===== src/rtl/ibex_rvfi_replay_pkg.sv =====
// rtl/ibex_rvfi_replay_pkg.sv - record type, word/header layout constants and header decode for the RVFI trace replay source
//
// Contents:
//   rvfi_rec_t          one complete retirement record as carried through the FIFO
//   RecWords, RecMagic  record framing constants
//   Hdr*                bit offsets of the fields inside the header word
//   hdr_decode()        fills the header-derived fields of a record from a header word
package ibex_rvfi_replay_pkg;

    localparam int unsigned RecWords = 10;
    localparam logic [3:0]  RecMagic = 4'hA;

    // Header word layout
    localparam int unsigned HdrMagicLsb = 28;
    localparam int unsigned HdrTrapBit  = 27;
    localparam int unsigned HdrHaltBit  = 26;
    localparam int unsigned HdrIntrBit  = 25;
    localparam int unsigned HdrModeLsb  = 23;
    localparam int unsigned HdrRdLsb    = 18;
    localparam int unsigned HdrRs1Lsb   = 13;
    localparam int unsigned HdrRs2Lsb   = 8;
    localparam int unsigned HdrRmaskLsb = 4;
    localparam int unsigned HdrWmaskLsb = 0;

    typedef struct packed {
        logic        trap;
        logic        halt;
        logic        intr;
        logic [1:0]  mode;
        logic [4:0]  rd_addr;
        logic [4:0]  rs1_addr;
        logic [4:0]  rs2_addr;
        logic [3:0]  mem_rmask;
        logic [3:0]  mem_wmask;
        logic [31:0] insn;
        logic [31:0] pc_rdata;
        logic [31:0] pc_wdata;
        logic [31:0] rs1_rdata;
        logic [31:0] rs2_rdata;
        logic [31:0] rd_wdata;
        logic [31:0] mem_addr;
        logic [31:0] mem_rdata;
        logic [31:0] mem_wdata;
    } rvfi_rec_t;

    // Returns rec with only the header-derived fields replaced.
    function automatic rvfi_rec_t hdr_decode(rvfi_rec_t rec, logic [31:0] hdr);
        rvfi_rec_t r;
        r           = rec;
        r.trap      = hdr[HdrTrapBit];
        r.halt      = hdr[HdrHaltBit];
        r.intr      = hdr[HdrIntrBit];
        r.mode      = hdr[HdrModeLsb  +: 2];
        r.rd_addr   = hdr[HdrRdLsb    +: 5];
        r.rs1_addr  = hdr[HdrRs1Lsb   +: 5];
        r.rs2_addr  = hdr[HdrRs2Lsb   +: 5];
        r.mem_rmask = hdr[HdrRmaskLsb +: 4];
        r.mem_wmask = hdr[HdrWmaskLsb +: 4];
        return r;
    endfunction

endpackage


===== src/rtl/ibex_rvfi_replay_fifo.sv =====
// rtl/ibex_rvfi_replay_fifo.sv - synchronous FIFO of complete replay records
//
// Ports:
//   clk_i, rst_i      clock, asynchronous active-high reset (empties the FIFO)
//   push_i, wdata_i   write request and record; ignored when full unless a pop frees a slot
//   pop_i, rdata_o    read request and head record (valid while !empty_o)
//   full_o, empty_o   occupancy flags, from registered count only
module ibex_rvfi_replay_fifo
    import ibex_rvfi_replay_pkg::*;
#(
    parameter int unsigned Depth = 2
) (
    input  logic      clk_i,
    input  logic      rst_i,
    input  logic      push_i,
    input  rvfi_rec_t wdata_i,
    input  logic      pop_i,
    output rvfi_rec_t rdata_o,
    output logic      full_o,
    output logic      empty_o
);

    localparam int unsigned PtrW = (Depth > 1) ? $clog2(Depth) : 1;
    localparam int unsigned CntW = $clog2(Depth + 1);

    rvfi_rec_t         mem_q [Depth];
    logic [PtrW-1:0]   wr_ptr_q, rd_ptr_q;
    logic [CntW-1:0]   cnt_q;
    logic              do_push, do_pop;

    assign full_o  = (cnt_q == CntW'(Depth));
    assign empty_o = (cnt_q == '0);
    assign do_pop  = pop_i && !empty_o;
    // A simultaneous pop frees the slot this push lands in.
    assign do_push = push_i && (!full_o || do_pop);
    assign rdata_o = mem_q[rd_ptr_q];

    function automatic logic [PtrW-1:0] ptr_inc(logic [PtrW-1:0] p);
        return (p == PtrW'(Depth - 1)) ? '0 : p + 1'b1;
    endfunction

    always_ff @(posedge clk_i or posedge rst_i) begin
        if (rst_i) begin
            wr_ptr_q <= '0;
            rd_ptr_q <= '0;
            cnt_q    <= '0;
        end else begin
            if (do_push) wr_ptr_q <= ptr_inc(wr_ptr_q);
            if (do_pop)  rd_ptr_q <= ptr_inc(rd_ptr_q);
            if (do_push && !do_pop) begin
                cnt_q <= cnt_q + 1'b1;
            end else if (do_pop && !do_push) begin
                cnt_q <= cnt_q - 1'b1;
            end
        end
    end

    // Storage needs no reset: contents are only observed through valid entries.
    always_ff @(posedge clk_i) begin
        if (do_push) mem_q[wr_ptr_q] <= wdata_i;
    end

endmodule


===== src/rtl/ibex_rvfi_replay.sv =====
// rtl/ibex_rvfi_replay.sv - replays 10-word retirement records from a word stream onto an RVFI port
//
// Ports:
//   clk_i, rst_i              clock, asynchronous active-high reset
//   s_valid_i/s_ready_o/s_data_i  record word stream (header, insn, pc_rdata, pc_wdata,
//                             rs1_rdata, rs2_rdata, rd_wdata, mem_addr, mem_rdata, mem_wdata)
//   replay_en_i               allows buffered records to be emitted
//   err_magic_o               one-cycle pulse after a header with a bad magic is accepted
//   busy_o                    a record is partly received or records are buffered
//   rvfi_*                    registered RVFI retirement port, at most one record per cycle
module ibex_rvfi_replay
    import ibex_rvfi_replay_pkg::*;
#(
    parameter int unsigned FifoDepth = 2
) (
    input  logic        clk_i,
    input  logic        rst_i,
    input  logic        s_valid_i,
    output logic        s_ready_o,
    input  logic [31:0] s_data_i,
    input  logic        replay_en_i,
    output logic        err_magic_o,
    output logic        busy_o,
    output logic        rvfi_valid,
    output logic [63:0] rvfi_order,
    output logic [31:0] rvfi_insn,
    output logic        rvfi_trap,
    output logic        rvfi_halt,
    output logic        rvfi_intr,
    output logic [1:0]  rvfi_mode,
    output logic [1:0]  rvfi_ixl,
    output logic [4:0]  rvfi_rs1_addr,
    output logic [4:0]  rvfi_rs2_addr,
    output logic [4:0]  rvfi_rs3_addr,
    output logic [31:0] rvfi_rs1_rdata,
    output logic [31:0] rvfi_rs2_rdata,
    output logic [31:0] rvfi_rs3_rdata,
    output logic [4:0]  rvfi_rd_addr,
    output logic [31:0] rvfi_rd_wdata,
    output logic [31:0] rvfi_pc_rdata,
    output logic [31:0] rvfi_pc_wdata,
    output logic [31:0] rvfi_mem_addr,
    output logic [3:0]  rvfi_mem_rmask,
    output logic [3:0]  rvfi_mem_wmask,
    output logic [31:0] rvfi_mem_rdata,
    output logic [31:0] rvfi_mem_wdata
);

    localparam logic [3:0] LastWord = 4'(RecWords - 1);

    logic [3:0]  word_cnt_q, word_cnt_d;
    logic        bad_q, bad_d;
    rvfi_rec_t   rec_q, rec_d;
    logic        err_magic_q, err_magic_d;
    logic [63:0] order_q, order_d;
    logic        out_valid_q, out_valid_d;
    logic [63:0] out_order_q, out_order_d;
    rvfi_rec_t   out_rec_q, out_rec_d;

    logic        accept, last_word, push, pop;
    logic        fifo_full, fifo_empty;
    rvfi_rec_t   fifo_rdata;

    assign last_word = (word_cnt_q == LastWord);
    // Registered-state only: a pop in the same cycle does not open the input.
    assign s_ready_o = !(last_word && fifo_full);
    assign accept    = s_valid_i && s_ready_o;
    assign push      = accept && last_word && !bad_q;
    assign pop       = replay_en_i && !fifo_empty;
    assign busy_o    = (word_cnt_q != '0) || !fifo_empty;

    always_comb begin
        word_cnt_d  = word_cnt_q;
        bad_d       = bad_q;
        rec_d       = rec_q;
        err_magic_d = 1'b0;
        if (accept) begin
            word_cnt_d = last_word ? '0 : word_cnt_q + 1'b1;
            case (word_cnt_q)
                4'd0: begin
                    rec_d       = hdr_decode(rec_q, s_data_i);
                    bad_d       = (s_data_i[HdrMagicLsb +: 4] != RecMagic);
                    err_magic_d = bad_d;
                end
                4'd1:    rec_d.insn      = s_data_i;
                4'd2:    rec_d.pc_rdata  = s_data_i;
                4'd3:    rec_d.pc_wdata  = s_data_i;
                4'd4:    rec_d.rs1_rdata = s_data_i;
                4'd5:    rec_d.rs2_rdata = s_data_i;
                4'd6:    rec_d.rd_wdata  = s_data_i;
                4'd7:    rec_d.mem_addr  = s_data_i;
                4'd8:    rec_d.mem_rdata = s_data_i;
                default: rec_d.mem_wdata = s_data_i;
            endcase
        end
    end

    always_comb begin
        order_d     = order_q;
        out_valid_d = pop;
        out_order_d = out_order_q;
        out_rec_d   = out_rec_q;
        if (pop) begin
            out_order_d = order_q;
            out_rec_d   = fifo_rdata;
            order_d     = order_q + 64'd1;
        end
    end

    always_ff @(posedge clk_i or posedge rst_i) begin
        if (rst_i) begin
            word_cnt_q  <= '0;
            bad_q       <= 1'b0;
            rec_q       <= '0;
            err_magic_q <= 1'b0;
            order_q     <= '0;
            out_valid_q <= 1'b0;
            out_order_q <= '0;
            out_rec_q   <= '0;
        end else begin
            word_cnt_q  <= word_cnt_d;
            bad_q       <= bad_d;
            rec_q       <= rec_d;
            err_magic_q <= err_magic_d;
            order_q     <= order_d;
            out_valid_q <= out_valid_d;
            out_order_q <= out_order_d;
            out_rec_q   <= out_rec_d;
        end
    end

    // rec_d carries the final word, so the complete record is written at the word-9 edge.
    ibex_rvfi_replay_fifo #(
        .Depth (FifoDepth)
    ) u_fifo (
        .clk_i   (clk_i),
        .rst_i   (rst_i),
        .push_i  (push),
        .wdata_i (rec_d),
        .pop_i   (pop),
        .rdata_o (fifo_rdata),
        .full_o  (fifo_full),
        .empty_o (fifo_empty)
    );

    assign err_magic_o    = err_magic_q;
    assign rvfi_valid     = out_valid_q;
    assign rvfi_order     = out_order_q;
    assign rvfi_insn      = out_rec_q.insn;
    assign rvfi_trap      = out_rec_q.trap;
    assign rvfi_halt      = out_rec_q.halt;
    assign rvfi_intr      = out_rec_q.intr;
    assign rvfi_mode      = out_rec_q.mode;
    assign rvfi_ixl       = 2'b01;
    assign rvfi_rs1_addr  = out_rec_q.rs1_addr;
    assign rvfi_rs2_addr  = out_rec_q.rs2_addr;
    assign rvfi_rs3_addr  = 5'd0;
    assign rvfi_rs1_rdata = out_rec_q.rs1_rdata;
    assign rvfi_rs2_rdata = out_rec_q.rs2_rdata;
    assign rvfi_rs3_rdata = 32'd0;
    assign rvfi_rd_addr   = out_rec_q.rd_addr;
    assign rvfi_rd_wdata  = out_rec_q.rd_wdata;
    assign rvfi_pc_rdata  = out_rec_q.pc_rdata;
    assign rvfi_pc_wdata  = out_rec_q.pc_wdata;
    assign rvfi_mem_addr  = out_rec_q.mem_addr;
    assign rvfi_mem_rmask = out_rec_q.mem_rmask;
    assign rvfi_mem_wmask = out_rec_q.mem_wmask;
    assign rvfi_mem_rdata = out_rec_q.mem_rdata;
    assign rvfi_mem_wdata = out_rec_q.mem_wdata;

endmodule


===== config.mk =====
export PLATFORM = sky130hd
export DESIGN_NAME = ibex_rvfi_replay
export DESIGN_NICKNAME = d
export VERILOG_FILES = /design/src/rtl/ibex_rvfi_replay_pkg.sv /design/src/rtl/ibex_rvfi_replay_fifo.sv /design/src/rtl/ibex_rvfi_replay.sv
export SDC_FILE = /design/constraint.sdc
export NUM_CORES = 2
export LEC_CHECK = 0
export CAP_MARGIN = 20
export CELL_PAD_IN_SITES_DETAIL_PLACEMENT = 1
export CELL_PAD_IN_SITES_GLOBAL_PLACEMENT = 2
export CORE_UTILIZATION = 39
export CTS_CLUSTER_SIZE = 16
export DETAILED_ROUTE_END_ITERATION = 16
export PLACE_DENSITY_LB_ADDON = 0.1
export SLEW_MARGIN = 20
export SYNTH_ARGS = -nofsm -noshare
export SYNTH_HDL_FRONTEND = slang
export SYNTH_HIERARCHICAL = 1
export SYNTH_SLANG_ARGS = --single-unit

===== constraint.sdc =====
create_clock -name clk_i -period 27.6 [get_ports clk_i]
set_clock_uncertainty 0.05 [all_clocks]
set_input_delay 5.52 -clock clk_i [delete_from_list [all_inputs] [get_ports clk_i]]
set_output_delay 5.52 -clock clk_i [all_outputs]
set_load 0.05 [all_outputs]

==> metrics.txt <==
status=complete, no violations; Total GRT Usage=18.9%; Synth Warn #=6; Setup Buffers After CTS=0; clock sinks=1403; Synth Register Bits=around 1400; num rows=134; hold buffers post-CTS=0; Seq pwr share=approximately 40%; Multi-input gate area=roughly 0.014 mm²; core area=0.134 mm²; fillcell total=12377; Least-Margin Pin Slew=1.08 ns; peak supply drop=0.0844 mV; placed instance area=0.0588 mm²; setup_tns=0 ns; post-detail-place hpwl=77600 µm; per-cell routed wire length=24.4 µm; Power Total=7.90 mW; Setup violations, final=0; worst-path maximum fanout=~140; Final ANT Viol Nets=0; area leader, netlist=dfrtp_1; WP data required=27.92 ns; Yosys top cell area share=36.5%; CTS tree=built; Main synth FF type=dfrtp_1; Clock Pin Slew Worst Setup and Hold Paths=0.05 ns; Slowest Stage Delay on Critical Path=0.78 ns; top cells by count, synth=mux2_2, dfrtp_1, edfxtp_1, mux2_4, clkbuf_1; crit path DAT=9.56 ns; number of synthesized flops with an enable pin=632; LEAKAGE=between 20 and 25 nW; share of layout cells above drive strength 1=37.5%; clock insertion delay at the later pin of the skew report=between 0.7 and 0.8 ns; worst-path cell chain=clkdlybuf4s50_1, and2b_4, o21ai_1, inv_1, and2_4, buf_12, buf_4; top-count cell post-synth=mux2_2; Avg Cell Area, Syn=18.4 µm²; CP Class=in2reg; part of the cycle the worst path needs=about a third; Nets=3374; cell count after synthesis=between 2000 and 3000; PortBufs=419; die height=370 µm; Combinational Power Share=approximately a third; Hold Path Class=reg2reg; largest net degree at the start of global routing=~170; Max Slew Vio Count=0; Setup crit end kind=register; DRC violations left=0; routed via count=between 20000 and 30000; clk buf depth=3; DR iter-0 viols=1131; first-pass GRT wire length=slightly below 200000 µm; crit path from=replay_en_i; RR Startpoint=u_fifo/cnt_q[0]; Slew HR=between 20 and 30%; total wire length=around 130000 µm; clock share of power=25.9%; root buf cell=clkbuf_16; pwr/cell area=124 mW/mm²; sw power=2.73 mW; sequential cell area=roughly 0.038 mm²; Final Hold Vio Count=0; Final Cell Area=0.0640 mm²; Unique masters post-synth=43; final RePlAce weighted congestion=0.780; Reg2Reg Depth=7; GRT overflow=0; slowest CP cell=buf_4; Worst R2R End=u_fifo/mem_q[1][166]; hold slack=0.429 ns; RSZ-0062 raised after global routing=false; Post-synth ARST share=55.0%; full die area=0.137 mm²; post-layout minimum cycle time=between 9 and 10 ns; Worst setup SP type=input pin; end of the critical path=u_fifo/mem_q[1][166]; Num CTS Buffers=roughly 150; Synth area leaders=dfrtp_1, edfxtp_1, mux2_2, mux2_4, xnor2_1; post-CTS sizing=0; DRT Pass-1 Iters=4; mapped cell area=0.0528 mm²; Layout area overhead=21.1%; switching share of total power=34.5%; Max Freq=108 MHz; htree depth=4; Starting Density=roughly two fifths; Max Cap Violations=0; number of global-route vias before repair=just under 30000; IO Count=459; Pint=5.17 mW; initial antenna violation count=6; via/cell ratio=5.01; post-synthesis sequential area ratio=between 70% and 80%; r2r setup slk=between 20 and 25 ns; die width=370 µm
==> placed cells by master (no fill, tap or decap), types with 2 or more instances in the layout <==
cell | netlist | routed
a21o_1 | 2 | 2
and2_1 | 4 | 3
and3_1 | 3 | 3
and4_1 | 8 | 8
and4_2 | 2 | 2
buf_12 | 0 | 7
buf_16 | 0 | 3
buf_4 | 40 | 31
bufinv_16 | 0 | 13
clkbuf_1 | 67 | 38
clkbuf_16 | 0 | 160
clkbuf_8 | 0 | 25
clkdlybuf4s50_1 | 0 | 419
clkinv_1 | 0 | 17
clkinv_2 | 0 | 17
clkinvlp_4 | 0 | 2
conb_1 | 2 | 39
dfrtp_1 | 771 | 770
diode_2 | 0 | 2
edfxtp_1 | 632 | 632
ha_1 | 2 | 2
inv_1 | 10 | 9
inv_6 | 0 | 3
mux2_2 | 893 | 893
mux2_4 | 120 | 120
nand2_1 | 33 | 31
nand2_2 | 0 | 2
nand2b_1 | 2 | 2
nand3_1 | 24 | 24
nand3b_1 | 2 | 2
nand4_1 | 23 | 23
nor2_1 | 29 | 26
nor2_4 | 0 | 3
nor2b_1 | 4 | 3
nor3_1 | 15 | 14
nor4_1 | 16 | 16
or3_1 | 3 | 2
xnor2_1 | 42 | 42
xor2_1 | 27 | 27
==> layer usage <==
layer / global-route usage, % / wire (µm) / vias up
li1: - / - / 11413
met4: 5.72 / 3030 / 0
met2: 31.3 / 63200 / 547
met5: 0 / 0 / -
met1: 25.2 / 55300 / 14031
met3: 3.80 / 5950 / 191
==> layout make-up <==
class                   instances  share of cell area, %
flip-flops and latches       1403                   59.8
multi-input cells            1308                   21.4
repair buffers                461                   7.28
clock buffers                 223                   7.02
well taps                    1768                   3.46
clock inverters                52                  0.907
inverters                      10                 0.0704
diodes                          2                0.00782
==> critical path: cells and delay by family <==
family	cells	cell delay, ns
AOI/OAI and AO/OA	1	0.30
buffers and inverters	4	2.06
and+or+nand+nor	2	1.34
==> cell families (layout without fill, tap and decap cells) <==
family                     Yosys count  count (layout)  share of synthesized area, %
other                                2              41                        0.0142
buffers and inverters              197             746                          1.96
DFF                               1403            1403                          72.4
muxes                             1013            1013                          22.4
adders and majority gates            2               2                        0.0474
and+or+nand+nor                    177             177                          1.85
AOI/OAI and AO/OA                    8               8                         0.109
xor gates and xnor gates            69              69                          1.14
==> power by group through the flow <==
stage | registers [mW] | logic [mW] | clock network [mW]
floorplan | 3.92 | 1.07 | 0
global placement | 3.19 | 2.67 | 0
detailed placement | 3.21 | 2.73 | 0
CTS | 3.18 | 2.74 | 2.11
global route | 3.22 | 2.85 | 2.19
finish | 3.15 | 2.70 | 2.05
==> how the worst min path moves through the flow <==
stage / slack (ns) / from / end / depth (start not counted)
after detailed placement: 0.43 / order_q[63] / order_q[63] / 1
after CTS: 0.43 / order_q[63] / order_q[63] / 1
after global placement: 0.42 / order_q[63] / order_q[63] / 1
final: 0.43 / order_q[63] / order_q[63] / 1
after floorplan: 0.39 / order_q[63] / order_q[63] / 1
after global routing: 0.47 / order_q[63] / order_q[63] / 1
==> flip-flops by register name, summed over array words and instances (netlist names), 4 cells and up <==
name            count
rvfi_mem_rdata     32
rec_q             316
rvfi_insn          32
rvfi_pc_wdata      32
word_cnt_q          4
rvfi_pc_rdata      32
order_q            64
rvfi_rs2_rdata     32
rvfi_rs1_addr       5
rvfi_rs2_addr       5
u_fifo/mem_q      632
rvfi_rd_addr        5
rvfi_mem_rmask      4
rvfi_rs1_rdata     32
rvfi_mem_wmask      4
rvfi_rd_wdata      32
rvfi_order         64
rvfi_mem_addr      32
rvfi_mem_wdata     32
==> stage by stage <==
stage          cells  util, %  setup WS (ns)
3_5_place_dp    4947     43.9          17.52
2_1_floorplan   2908        -          0.500
5_1_grt         5225     47.8          18.14
4_1_cts         5222     47.7          18.36
6_report        5227     47.8          18.36
3_3_place_gp    4946     43.9          17.42
(Power assumes the default switching activity.)
